<file path="src/rtl/mem_ctrl.sv">
// mem_ctrl: shares one byte-wide RAM between instruction fetch (IF) and
// memory access (MA). Each 1/2/4-byte request becomes a series of byte cycles.
// If both ports request in the same cycle, MA is served first.
// Optional feature: define MEM_CTRL_IF_BUF_EN to add a one-entry fetch buffer.
module mem_ctrl #(
    parameter int unsigned ADDR_WIDTH = 32
) (
    input  logic                  clk_i,
    input  logic                  rst_i,
    input  logic                  rdy_i,
    input  logic                  if_req_i,
    input  logic [ADDR_WIDTH-1:0] if_addr_i,
    output logic                  if_done_o,
    output logic [31:0]           if_data_o,
    input  logic                  ma_req_i,
    input  logic                  ma_we_i,
    input  logic [1:0]            ma_len_i,
    input  logic [ADDR_WIDTH-1:0] ma_addr_i,
    input  logic [31:0]           ma_wdata_i,
    output logic                  ma_done_o,
    output logic [31:0]           ma_rdata_o,
    input  logic [7:0]            mem_din_i,
    output logic [7:0]            mem_dout_o,
    output logic [ADDR_WIDTH-1:0] mem_a_o,
    output logic                  mem_wr_o,
    output logic                  stallreq_if_o,
    output logic                  stallreq_ma_o
);

    typedef enum logic [1:0] {StIdle, StRd, StWr, StDone} state_e;

    state_e                state_q;
    logic [2:0]            cnt_q;
    logic [2:0]            len_q;
    logic                  owner_ma_q;
    logic [ADDR_WIDTH-1:0] base_q;
    logic [31:0]           wdata_q;
    logic [31:0]           rbuf_q;
    logic [31:0]           rbuf_d;
    logic                  if_done_q;
    logic                  ma_done_q;
    logic [31:0]           if_data_q;
    logic [31:0]           ma_rdata_q;
    logic [2:0]            ma_n;
    logic [1:0]            byte_sel;
    logic                  rd_last;
    logic                  buf_hit;
    logic [31:0]           buf_word;

    assign ma_n     = (ma_len_i == 2'b00) ? 3'd1 : (ma_len_i == 2'b01) ? 3'd2 : 3'd4;
    // The byte arriving now was addressed last cycle, so it belongs in slot cnt-1.
    assign byte_sel = cnt_q[1:0] - 2'd1;
    assign rd_last  = (state_q == StRd) && (cnt_q == len_q);

    // Merge the incoming RAM byte into the partial read word.
    always_comb begin
        rbuf_d = rbuf_q;
        if (cnt_q != 3'd0) begin
            rbuf_d[{byte_sel, 3'b000} +: 8] = mem_din_i;
        end
    end

`ifdef MEM_CTRL_IF_BUF_EN
    logic                  buf_valid_q;
    logic [ADDR_WIDTH-1:0] buf_addr_q;
    logic [31:0]           buf_word_q;

    assign buf_hit  = buf_valid_q && (buf_addr_q == if_addr_i);
    assign buf_word = buf_word_q;

    // Fetch buffer: fill on every IF read completion, invalidate on a granted MA write.
    always_ff @(posedge clk_i) begin
        if (rst_i) begin
            buf_valid_q <= 1'b0;
            buf_addr_q  <= '0;
            buf_word_q  <= '0;
        end else if (rdy_i) begin
            if (state_q == StIdle && ma_req_i && ma_we_i) begin
                buf_valid_q <= 1'b0;
            end else if (rd_last && !owner_ma_q) begin
                buf_valid_q <= 1'b1;
                buf_addr_q  <= base_q;
                buf_word_q  <= rbuf_d;
            end
        end
    end
`else
    assign buf_hit  = 1'b0;
    assign buf_word = '0;
`endif

    // Arbitration, byte sequencing and registered done/data outputs.
    always_ff @(posedge clk_i) begin
        if (rst_i) begin
            state_q    <= StIdle;
            cnt_q      <= '0;
            len_q      <= '0;
            owner_ma_q <= 1'b0;
            base_q     <= '0;
            wdata_q    <= '0;
            rbuf_q     <= '0;
            if_done_q  <= 1'b0;
            ma_done_q  <= 1'b0;
            if_data_q  <= '0;
            ma_rdata_q <= '0;
        end else if (rdy_i) begin
            if_done_q <= 1'b0;
            ma_done_q <= 1'b0;
            unique case (state_q)
                StIdle: begin
                    cnt_q  <= '0;
                    rbuf_q <= '0;
                    if (ma_req_i) begin
                        owner_ma_q <= 1'b1;
                        base_q     <= ma_addr_i;
                        len_q      <= ma_n;
                        wdata_q    <= ma_wdata_i;
                        state_q    <= ma_we_i ? StWr : StRd;
                    end else if (if_req_i) begin
                        owner_ma_q <= 1'b0;
                        base_q     <= if_addr_i;
                        len_q      <= 3'd4;
                        if (buf_hit) begin
                            if_data_q <= buf_word;
                            if_done_q <= 1'b1;
                            state_q   <= StDone;
                        end else begin
                            state_q <= StRd;
                        end
                    end
                end
                StRd: begin
                    rbuf_q <= rbuf_d;
                    cnt_q  <= cnt_q + 3'd1;
                    if (rd_last) begin
                        cnt_q   <= '0;
                        state_q <= StDone;
                        if (owner_ma_q) begin
                            ma_rdata_q <= rbuf_d;
                            ma_done_q  <= 1'b1;
                        end else begin
                            if_data_q <= rbuf_d;
                            if_done_q <= 1'b1;
                        end
                    end
                end
                StWr: begin
                    cnt_q <= cnt_q + 3'd1;
                    if (cnt_q == len_q - 3'd1) begin
                        cnt_q     <= '0;
                        state_q   <= StDone;
                        ma_done_q <= 1'b1;
                    end
                end
                StDone: begin
                    state_q <= StIdle;
                end
                default: state_q <= StIdle;
            endcase
        end
    end

    // RAM address/data/strobe; idle outputs are zero and writes are gated by rdy.
    always_comb begin
        mem_a_o    = '0;
        mem_dout_o = '0;
        mem_wr_o   = 1'b0;
        unique case (state_q)
            StRd: begin
                if (cnt_q < len_q) begin
                    mem_a_o = base_q + ADDR_WIDTH'(cnt_q);
                end
            end
            StWr: begin
                mem_a_o    = base_q + ADDR_WIDTH'(cnt_q);
                mem_dout_o = wdata_q[{cnt_q[1:0], 3'b000} +: 8];
                mem_wr_o   = rdy_i;
            end
            default: ;
        endcase
    end

    assign if_done_o     = if_done_q;
    assign ma_done_o     = ma_done_q;
    assign if_data_o     = if_data_q;
    assign ma_rdata_o    = ma_rdata_q;
    assign stallreq_if_o = if_req_i && !if_done_q;
    assign stallreq_ma_o = ma_req_i && !ma_done_q;

endmodule

</file>
<file path="config.mk">
export PLATFORM = sky130hd
export DESIGN_NAME = mem_ctrl
export DESIGN_NICKNAME = d
export VERILOG_FILES = /design/src/rtl/mem_ctrl.sv
export SDC_FILE = /design/constraint.sdc
export NUM_CORES = 1
export LEC_CHECK = 0
export CELL_PAD_IN_SITES_DETAIL_PLACEMENT = 1
export CELL_PAD_IN_SITES_GLOBAL_PLACEMENT = 1
export CORE_MARGIN = 2
export CORE_UTILIZATION = 45
export CTS_CLUSTER_DIAMETER = 40
export DETAILED_ROUTE_END_ITERATION = 8
export DONT_BUFFER_PORTS = 1
export PLACE_DENSITY = 0.84
export SLEW_MARGIN = 20
export SYNTH_ARGS = -nofsm -noshare
export SYNTH_HDL_FRONTEND = slang
export SYNTH_SLANG_ARGS = --single-unit
</file>
<file path="constraint.sdc">
create_clock -name clk_i -period 3.2 [get_ports clk_i]
set_input_delay 0.32 -clock clk_i [delete_from_list [all_inputs] [get_ports clk_i]]
set_output_delay 0.32 -clock clk_i [all_outputs]
set_load 0.1 [all_outputs]
</file>
[Word level (Yosys, flattened, before mapping)]
Index checks and enable logic that the tools add are counted.
Storage, ports and cells
  bits in read-only memories: 0
  bits in writable memories: 0
  bits in registers: 171
  bits in latches: 0
  memories: 0
  input port bits: 112
  word-level logic and storage cells: 79
  output and inout bits: 109
Cells by class
  equal/unequal tests: 9
  div/mod/pow operators: 0
  $add $sub $neg: 5
  bitwise operators: 1
  shift-type cells: 3
  reductions and logical operators: 18
  magnitude comparators: 1
  multiply operators: 0
  muxes and demuxes: 31
Operators with widths (number)
  two-way mux 32 bit: 4
  case mux 32 bit (2 select lines): 2
  adder 32 x 3 -> 32 bit: 1
  bitwise mux 32 bit: 1
  variable shift 8 x 7 -> 32 bit (first input constant): 1
  indexed part select 32 x 6 -> 8 bit: 1
  indexed part select 8 x 7 -> 32 bit: 1
  two-way mux 3 bit: 6
  AND reduction 4 bit: 3
  two-way mux 2 bit: 5
  two-way mux 1 bit: 9
  case mux 3 bit (3 select lines): 1
  two-way mux 8 bit: 1
  case mux 2 bit (4 select lines): 1
  negation 5 -> 7 bit: 1
  equality test 3 bit: 2
  AND reduction 3 bit: 2
  nonzero test 3 bit: 2
  equality test 2 x 1 -> 1 bit (second input constant): 2
  equality test 2 bit (second input constant): 2
  zero test 2 bit: 2
  inequality test 2 bit (second input constant): 2
  AND reduction 2 bit: 2
  nonzero test 2 bit: 2
  9 further kinds: 12

[Longest topological paths before layout]
Gate-level depths: netlist of the first run.
  depth after elaboration: 6
  mapped depth: 10
  mapped depth without buffers: 8

[Least setup slack after synthesis of the first run]
Ideal clock, no wire load.
  path type: flip-flop to output port
  from: register cnt_q[0]
  to: output mem_a_o[2]
  stages on the path, launching flop included: 9
  path slack: -0.647 ns
  arrival: 3.527 ns
  data required time: 2.880 ns
  buffers on the path: 1
  cells stage by stage: dfxtp_1 -> buf_1 -> inv_1 -> ha_1 -> nor2b_1 -> o21ai_0 -> and3b_1 -> o21ai_1 -> nor3_1
On the way
  longest elaborated chain between the ends: 3
  elaborated cells between the ends (all ways): 4
  those cells by class: add/sub: 1; order compare: 1; mux: 2
Ends and longest elaborated chain
  start, declared: RTL line 33  | logic [2:0] cnt_q;
  start signal, assigned: RTL line 134  | cnt_q <= cnt_q + 3'd1;
  start signal, assigned: RTL line 148  | cnt_q <= cnt_q + 3'd1;
  adder 32 x 3 -> 32 bit / less-than comparator 3 bit (equally long branches): RTL line 171, 175, 170
  two-way mux 32 bit: RTL line 170  | if (cnt_q < len_q) begin
  case mux 32 bit (2 select lines) (*): RTL line 168  | unique case (state_q)
  end, declared: RTL line 24  | output logic [ADDR_WIDTH-1:0] mem_a_o,
Mark *: on every way between the ends. The rest lies on a longest branch, timed or not.

[Final worst setup path of the first run]
  from: register base_q[0]
  to: output mem_a_o[22]
On the way
  longest elaborated chain between the ends: 3
Ends and longest elaborated chain
  start, declared: RTL line 36  | logic [ADDR_WIDTH-1:0] base_q;
  start signal, assigned: RTL line 115  | base_q <= ma_addr_i;
  start signal, assigned: RTL line 121  | base_q <= if_addr_i;
  adder 32 x 3 -> 32 bit (*): RTL line 171, 175
  two-way mux 32 bit: RTL line 170
  case mux 32 bit (2 select lines) (*): RTL line 168
Marked as above.

==> flow_summary.yaml, run 1 <==
sta:
  fin_ws_ps: 105
  worst_pin_slew_ps: 1020
  fin_setup_tns_ps: 0
  finalHoldViolations: 0
  min_period_ps: 3090
  setup_viol: 0
  maxSlewViolCount: 0
  skew_ps: 5.02
  layout_worst_path_cycle_share_pct: 96.7
  max_freq_mhz: 323
  maxSlewHeadroom_pct: 31.9
clock_network:
  clk_pin_slew_ps: 60
  htreeDepth: 4
  clk_latency_ps: 420
  cts_tree: "done"
  root_buffer: "clkbuf_16"
  cts_num_sinks: 171
  cts_buffers: 17
  cts_buffer_depth: 2
setup_path:
  path_cells: "ha_1, inv_1, fa_1, nor2b_2, o2111ai_4, nor3_1, xnor2_1, nor2_4, buf_12"
  cp_slowest_stage_delay_ps: 400
  crit_path_start_kind: "register"
  path_class: "register to output port"
  r2r_cells: 8
  crit_path_top_delay_cell: "fa_1"
  worst-endpoint-required_ps: 2880
  end_kind: "output port"
  path_max_fanout: 10
  critical_path_arrival_ps: 2770
detailed_routing:
  ant_nets: 0
  wl_per_cell_um: 20.1
  drt-pass1-iter-count: 4
  dr_total_vias: 6882
  routed_via_density: 5.79
  totalWireLength_um: 23900
  drcViolationCount: 0
  drtIter0Drc: 360
floorplan:
  die_x_um: 137
  num_io_pins: 221
  dieArea_um2: 18900
  die_h_um: 137
  initial_core_util_pct: 46.2
  rows: 48
  core-area_um2: 17400
global_routing:
  grt_pass1_vias: 6914
  track_usage_pct: 24.8
  use_met2_pct: 42.0
  antenna_found_initial: 0
  grt_use_met1_pct: 30.8
  grt_busiest_layer: "met2"
  gr-total-overflow: 0
  grt_use_met3_pct: 6.33
  grt_pass1_wl_um: 36300
  grt_max_degree: 158
power:
  p_comb_share_pct: 15.8
  power.net_switching_mw: 1.75
  cell_internal_pwr_mw: 3.63
  switching_share_pct: 32.5
  p_clk_share_pct: 35.9
  seqPwrFrac_pct: 48.3
  ir_drop_uv: 342
  power_mw: 5.38
  p_leak_nw: 3.35
  power_density_nw_per_um2: 549
logic_synthesis:
  ys_types: 49
  synth_top_flop_cell: "dfxtp_1"
  ys_ff_latch: 171
  ys_seq_area_share_pct: 42.7
  async_flop_share_pct: 0
  synth_cells: 926
  synth-edff-count: 0
  yosysWarnings: 0
  syn_area_um2: 8020
  syn_area_per_cell_um2: 8.66
  syn_nets: 1057
final_layout:
  num-fill-cells: 1935
  antennaDiodeCount: 0
  drive_gt1_share_pct: 16.1
  syn_to_final_growth_pct: 22.3
  final-seq-area_um2: 3420
  multi_input_area_um2: 4440
  final_nets: 1083
  finalNonFillerCells: 1188
worst_hold_path:
  min_path_type: "input port to register"
  hold-path-cell-count: 2
placed_design:
  dp_slack_ps: 370
  dp.cells: 1143
  io_buffers: 0
  dp.final_hpwl_um: 15800
  gp_congestion: 0.829
flow_run:
  drv_cap: 0
run_status:
  outcome: "finished clean"
==> state kept, by name, indices dropped and copies added, names as in the netlist <==
signal,count
base_q,32
if_data_o,32
ma_rdata_o,32
rbuf_q,32
wdata_q,32
cnt_q,3
len_q,3
state_q,2
if_done_o,1
ma_done_o,1
owner_ma_q,1
==> power groups by stage <==
stage	combinational, mW	sequential, mW	clock, mW
after floorplan	0.602	2.63	0
after global placement	0.750	2.63	0
after detailed placement	0.777	2.64	0
after CTS	0.842	2.60	1.97
after global routing	0.923	2.61	2.05
final	0.852	2.60	1.93
==> timing repair <==
item / 4_1_cts / 5_1_grt
endpoints found under the setup margin: 4 / 10
pin swaps: 0 / 1
gates resized for setup: 1 / 3
hold buffers: 12 / 0
setup buffers: 0 / 2
gates cloned: 0 / 1
endpoints found under the hold margin: 167 / 0
==> stage by stage <==
step	cell area [um^2]	util (%)	hold slack, ps
floorplan	8130	-	433
global placement	9080	52.3	413
detailed placement	9080	52.3	417
CTS	9770	56.3	10.5
global route	9810	56.5	13.8
finish	9810	56.5	21.6
==> placed cells by master, fill, tap and decap left out, drive strengths merged, types with 11 or more instances in the layout <==
master	netlist	layout
nor2	195	195
nand2b	12	12
mux2i	49	49
buf	8	66
nand2	83	83
a211oi	99	99
a21oi	39	39
and2	13	13
nor3	13	13
xnor2	28	28
ha	18	18
dlygate4sd3	0	11
inv	16	18
a2bb2oi	32	32
clkbuf	64	21
dfxtp	171	171
==> layer usage <==
| metal | share of wire, % | routed length [um] | vias up |
|---|---|---|---|
| li1 | - | - | 3300 |
| met1 | 43 | 10200 | 3362 |
| met2 | 50 | 11800 | 189 |
| met3 | 6.0 | 1430 | 31 |
| met4 | 1.7 | 403 | 0 |
| met5 | 0 | 0 | - |
==> cells in the mapped netlist, types with 10 or more instances <==
cell / number / area share [%]
a211oi_1: 99 / 9.3
a21oi_1: 39 / 2.4
a22oi_1: 10 / 0.94
a2bb2oi_1: 32 / 3.5
and2_1: 13 / 1.0
clkbuf_1: 64 / 3.0
dfxtp_1: 171 / 43
ha_1: 18 / 2.8
inv_1: 16 / 0.75
mux2i_1: 49 / 6.1
nand2_1: 83 / 3.9
nand2b_1: 12 / 0.94
nor2_1: 193 / 9.0
nor3_1: 12 / 0.75
xnor2_1: 28 / 3.1
==> logic make-up (layout without fill, tap and decap cells) <==
group           Yosys count  count (layout)  synth area share (%)
simple gates            362             362                  20.3
compound gates          198             198                  17.8
mux                      57              57                  8.36
xor+xnor                 31              31                  3.57
buf+inv                  88             125                  4.23
fa+ha+maj                19              19                  3.06
flops                   171             171                  42.7
==> worst max-delay path: cells and delay by family (launching register included) <==
family / cells / cell delay, ps
AOI/OAI and AO/OA: 1 / 270
xor gates and xnor gates: 1 / 150
adders and majority gates: 2 / 590
buffers and inverters: 2 / 240
DFF: 1 / 360
and+or+nand+nor: 3 / 740
==> final timing paths <==
| kind | from | endpoint | slack [ps] |
|---|---|---|---|
| setup / recovery | base_q[0]$_SDFFE_PP0P_ | mem_a_o[22] | 110 |
| setup reg to reg | cnt_q[0]$_SDFFE_PP0P_ | ma_rdata_o[8]$_SDFFE_PP0P_ | 260 |
| hold reg to reg | wdata_q[12]$_SDFFE_PP0P_ | wdata_q[12]$_SDFFE_PP0P_ | 450 |
| hold / removal | ma_wdata_i[12] | wdata_q[12]$_SDFFE_PP0P_ | 20 |
==> final cells by class <==
| class | count | share of cell area, % |
|---|---|---|
| clock buffers | 19 | 4.52 |
| clock inverters | 11 | 0.982 |
| inverters | 16 | 0.612 |
| multi-input cells | 667 | 45.2 |
| flip-flops and latches | 171 | 34.9 |
| well taps | 225 | 2.87 |
| repair buffers | 79 | 10.9 |
No activity file was read; power rests on OpenSTA's default activity.
==> run 2, diff against run 1 <==
- BUFFER_PORTS_ARGS: not set -> -buffer_cell sky130_fd_sc_hd__buf_2
- CAP_MARGIN: not set -> 20
- CORE_UTILIZATION: 45 -> 39
- DONT_BUFFER_PORTS: 1 -> not set
- PLACE_DENSITY: 0.84 -> 0.88
==> run 2 against run 1 <==
Final cell count rose by 17%. Wire length rose by 3.8%. Sequential power shrank 9.2%. Critical path depth shrank 3. Combinational power grew 36%. Clock skew grew 9.7 ps. Clock-buffer cell count unchanged. Register-to-register slack gained 360 ps. Die area grew 15%. Sequential share of layout area is 2.4 points lower. Total power increased by 3.1%. Critical path type unchanged.
==> flow_summary.yaml, run 2 (synthesis gave the netlist of run 1 again) <==
worst_hold_path:
  hp-start: "ma_wdata_i[19]"
  min_path_type: "input port to register"
floorplan:
  core-area_um2: 20200
  rows: 52
  die_h_um: 147
  dieArea_um2: 21700
  initial_core_util_pct: 39.6
  num_io_pins: 221
  die_x_um: 147
clock_network:
  cts_tree: "done"
  cts_resized: 0
  cts_buffers: 17
  clk_latency_ps: 430
  htreeDepth: 4
  clk_pin_slew_ps: 70
  cts_num_sinks: 171
  post_cts_hold_buffer_count: 0
  post_cts_buffers: 0
  cts_buffer_depth: 2
  root_buffer: "clkbuf_16"
detailed_routing:
  ant_nets: 0
  drcViolationCount: 0
  totalWireLength_um: 24800
  drt-pass1-iter-count: 4
  wl_per_cell_um: 17.8
  routed_via_density: 5.33
  dr_total_vias: 7419
  drtIter0Drc: 344
sta:
  skew_ps: 14.7
  fin_ws_ps: 145
  setup_viol: 0
  fin_setup_tns_ps: 0
  hold_ws_ps: 125
  worst_pin_slew_ps: 739
  min_period_ps: 3050
  finalHoldViolations: 0
  rsz0062_at_grt: "false"
  layout_worst_path_cycle_share_pct: 95.5
  maxSlewHeadroom_pct: 50.6
  maxSlewViolCount: 0
  max_freq_mhz: 327
placed_design:
  dp_slack_ps: 486
  dp.final_hpwl_um: 18200
  io_buffers: 220
  dp.cells: 1361
  gp_congestion: 0.839
  postPlaceCellArea_um2: 9940
setup_path:
  end_kind: "output port"
  worstReg2RegStart: "cnt_q[0]$_SDFFE_PP0P_"
  critical_path_arrival_ps: 2730
  path_max_fanout: 9
  crit_path_top_delay_cell: "or4_1"
  cp.buffers_inverters: 1
  crit_family: "simple AND/OR/NAND/NOR gates"
  worst-endpoint-required_ps: 2880
  path_class: "register to output port"
  cp_slowest_stage_delay_ps: 800
  cp-startpoint: "base_q[12]$_SDFFE_PP0P_"
  path_cells: "nand4_2, or4_1, nor4b_2, xnor2_1, nor2_2, buf_12"
  crit_path_start_kind: "register"
final_layout:
  final_nets: 1241
  final_core_util_pct: 52.1
  num-fill-cells: 2374
  stdcell_area_um2: 10500
  finalNonFillerCells: 1392
  syn_to_final_growth_pct: 31.4
  layout_common_cells: "190 x buf_2, 171 x dfxtp_1, 164 x nor2_1, 99 x a211oi_1, 83 x nand2_1"
  antennaDiodeCount: 0
  drive_gt1_share_pct: 28.6
  final_common_cell: "buf_2"
global_routing:
  grt_pass1_vias: 7769
  grt_max_degree: 69
  grt_pass1_wl_um: 39800
  antenna_found_initial: 1
  gr-total-overflow: 0
  track_usage_pct: 22.8
run_status:
  outcome: "finished clean"
power:
  power_mw: 5.55
  p_leak_nw: 4.04
  power_density_nw_per_um2: 527
  ir_drop_uv: 368
flow_run:
  drv_cap: 0
## run 2: cell types whose count changed in the layout (fill, tap and decap cells not counted), moves of 2 or more
cell,previous run,this run
inv_8,0,2
clkinv_2,5,1
buf_4,33,14
nor2b_1,3,5
buf_2,0,190
clkbuf_16,19,17
clkinv_4,1,3
buf_12,31,33
nor2b_2,3,1
dlygate4sd3_1,11,0
## run 2: worst paths after layout
check,to,slack (ps),cells after the start
max,mem_a_o[27],150,6
min,wdata_q[19]$_SDFFE_PP0P_,120,3
max reg2reg,if_data_o[17]$_SDFFE_PP0P_,620,8
min reg2reg,wdata_q[18]$_SDFFE_PP0P_,450,2
## run 2: routing by layer
layer | up-vias | track usage (%) | share of wire [%]
li1 | 3611 | - | -
met3 | 35 | 5.71 | 5.7
met5 | - | 0 | 0.044
met2 | 191 | 41.1 | 51
met1 | 3580 | 26.8 | 42
met4 | 2 | 6.97 | 1.8
## run 2: area by class of cell
class                      instances  area (um^2)  share of cell area (%)
sequential                       171         3420                    32.5
multi-input combinational        667         4420                    42.0
timing repair buffer             237         1720                    16.3
inverter                          16         60.1                   0.570
clock buffer                      19          443                    4.20
clock inverter                    12          134                    1.27
tap                              270          338                    3.21
## run 2: worst register-to-register path, delay by kind of cell, from the launching register on
| family | cells | cell delay (ps) |
|---|---|---|
| AOI/OAI and AO/OA | 1 | 240 |
| buffers and inverters | 3 | 770 |
| DFF | 1 | 340 |
| adders and majority gates | 1 | 370 |
| and+or+nand+nor | 3 | 770 |
## run 2: report_power, final
| group | internal [mW] | switching [mW] |
|---|---|---|
| clock | 1.11 | 0.911 |
| sequential | 2.25 | 0.109 |
| combinational | 0.349 | 0.813 |
| total | 3.71 | 1.83 |
==> run 3, diff against run 2 <==
- GPL_TIMING_DRIVEN: not set -> 0
- PLACE_DENSITY: 0.88 -> not set
- PLACE_DENSITY_LB_ADDON: not set -> 0.1
==> run 3 against run 2 <==
Clock power barely moved. Sequential share of layout area rose by 0.49 points. Clock-buffer cell count fell by 1. Total power fell by 0.40%. First-iteration DRC count fell by 24%. Combinational power barely moved. Largest power group unchanged.
==> flow_summary.yaml, run 3 (synthesis gave the netlist of run 1 again) <==
power:
  ir_drop_uv: 364
  p_leak_nw: 4.00
  power_density_nw_per_um2: 531
  power_mw: 5.52
sta:
  skew_ps: 9.28
  maxSlewViolCount: 0
  max_freq_mhz: 325
  finalHoldViolations: 0
  worst_pin_slew_ps: 891
  hold_ws_ps: 118
  fin_ws_ps: 127
  maxSlewHeadroom_pct: 40.1
  min_period_ps: 3070
  fin_setup_tns_ps: 0
  layout_worst_path_cycle_share_pct: 96.0
  setup_viol: 0
clock_network:
  cts_tree: "done"
  clk_latency_ps: 430
  cts_buffers: 17
  htreeDepth: 4
  root_buffer: "clkbuf_16"
  clk_pin_slew_ps: 70
  cts_buffer_depth: 2
  cts_num_sinks: 171
  post_cts_hold_buffer_count: 0
final_layout:
  num-fill-cells: 2478
  final_nets: 1301
  syn_to_final_growth_pct: 29.7
  stdcell_area_um2: 10400
  layout_common_cells: "198 x buf_2, 169 x dfxtp_1, 165 x nor2_1, 99 x a211oi_1, 83 x nand2_1"
  final_common_cell: "buf_2"
  drive_gt1_share_pct: 27.3
global_routing:
  track_usage_pct: 23.6
  grt_pass1_vias: 7515
  grt_pass1_wl_um: 40700
  grt_max_degree: 18
  antenna_found_initial: 2
  gr-total-overflow: 0
setup_path:
  crit_path_top_delay_cell: "fa_2"
  end_kind: "output port"
  cp_slowest_stage_delay_ps: 410
  crit_family: "simple AND/OR/NAND/NOR gates"
  path_class: "register to output port"
  cp.buffers_inverters: 2
  critical_path_arrival_ps: 2750
  path_max_fanout: 7
  crit_top_cell: "nor2_1"
  crit_path_start_kind: "register"
  path_cells: "ha_1, inv_1, fa_2, nor2b_4, o2111ai_2, nor2_1, xnor2_1, nor2_1, buf_6"
  worst-endpoint-required_ps: 2880
placed_design:
  postPlaceCellArea_um2: 9560
  gp_congestion: 0.787
  dp.final_hpwl_um: 19100
  io_buffers: 217
  dp_slack_ps: -829
detailed_routing:
  ant_nets: 0
  totalWireLength_um: 25900
  dr_total_vias: 7609
  drt-pass1-iter-count: 6
  drtIter0Drc: 260
  wl_per_cell_um: 17.8
  drcViolationCount: 0
  routed_via_density: 5.23
floorplan:
  die_x_um: 147
  initial_core_util_pct: 39.6
  num_io_pins: 221
  dieArea_um2: 21700
  die_h_um: 147
  rows: 52
  core-area_um2: 20200
flow_run:
  drv_cap: 0
worst_hold_path:
  min_path_type: "input port to register"
run_status:
  outcome: "finished clean"
==> run 3: changes by cell type in the layout (fill, tap and decap cells not counted), moves of 3 or more <==
cell / previous run / this run
buf_1: 0 / 5
buf_12: 33 / 2
buf_2: 190 / 198
buf_4: 14 / 10
buf_6: 0 / 8
clkbuf_1: 1 / 59
clkbuf_4: 0 / 10
clkbuf_8: 1 / 4
clkinvlp_4: 1 / 5
==> run 3: worst paths after layout <==
path	start	endpoint	slack, ps	cells past startpoint
max	cnt_q[0]$_SDFFE_PP0P_	mem_a_o[12]	130	9
min	ma_wdata_i[11]	wdata_q[11]$_SDFFE_PP0P_	120	3
max reg2reg	cnt_q[0]$_SDFFE_PP0P_	if_data_o[11]$_SDFFE_PP0P_	270	9
min reg2reg	wdata_q[20]$_SDFFE_PP0P_	wdata_q[20]$_SDFFE_PP0P_	450	2
==> run 3: power breakdown <==
part	total, mW	internal [mW]	switching, mW
logic	1.16	0.330	0.833
registers	2.35	2.25	0.100
clock network	2.01	1.05	0.967
total	5.52	3.62	1.90
==> run 3: layout make-up <==
cell class / count / area (um^2) / area share [%]
multi-input combinational: 668 / 4430 / 42.6
sequential: 171 / 3430 / 33.0
timing repair buffer: 224 / 1220 / 11.8
clock buffer: 18 / 439 / 4.22
tap: 270 / 338 / 3.25
buffer: 72 / 334 / 3.21
clock inverter: 14 / 131 / 1.26
inverter: 16 / 63.8 / 0.614
antenna: 2 / 5.00 / 0.0481
==> run 3: per-layer routing <==
layer / track usage [%] / vias to the layer above / share of wire [%]
li1: - / 3750 / -
met1: 33.3 / 3652 / 49
met2: 38.0 / 180 / 46
met3: 4.10 / 27 / 4.5
met4: 5.34 / 0 / 1.1
met5: 0 / - / 0
==> run 3: stage by stage <==
step                cells  utilization, %
floorplan             926               -
global placement     1413            47.2
detailed placement   1413            47.2
CTS                  1448            50.9
global route         1454            51.4
finish               1455            51.4
==> run 3: worst min-delay path: cells and delay by family <==
kind	cells	cell delay, ps
buffers and inverters	1	90
and+or+nand+nor	1	50
AOI/OAI and AO/OA	1	50
==> run 3: what timing repair did <==
| item | 4_1_cts | 5_1_grt |
|---|---|---|
| cloned | 1 | 0 |
| setup endpoints to repair | 128 | 79 |
| buffers inserted | 2 | 5 |
| resized for setup | 47 | 17 |
| pin swaps | 1 | 4 |
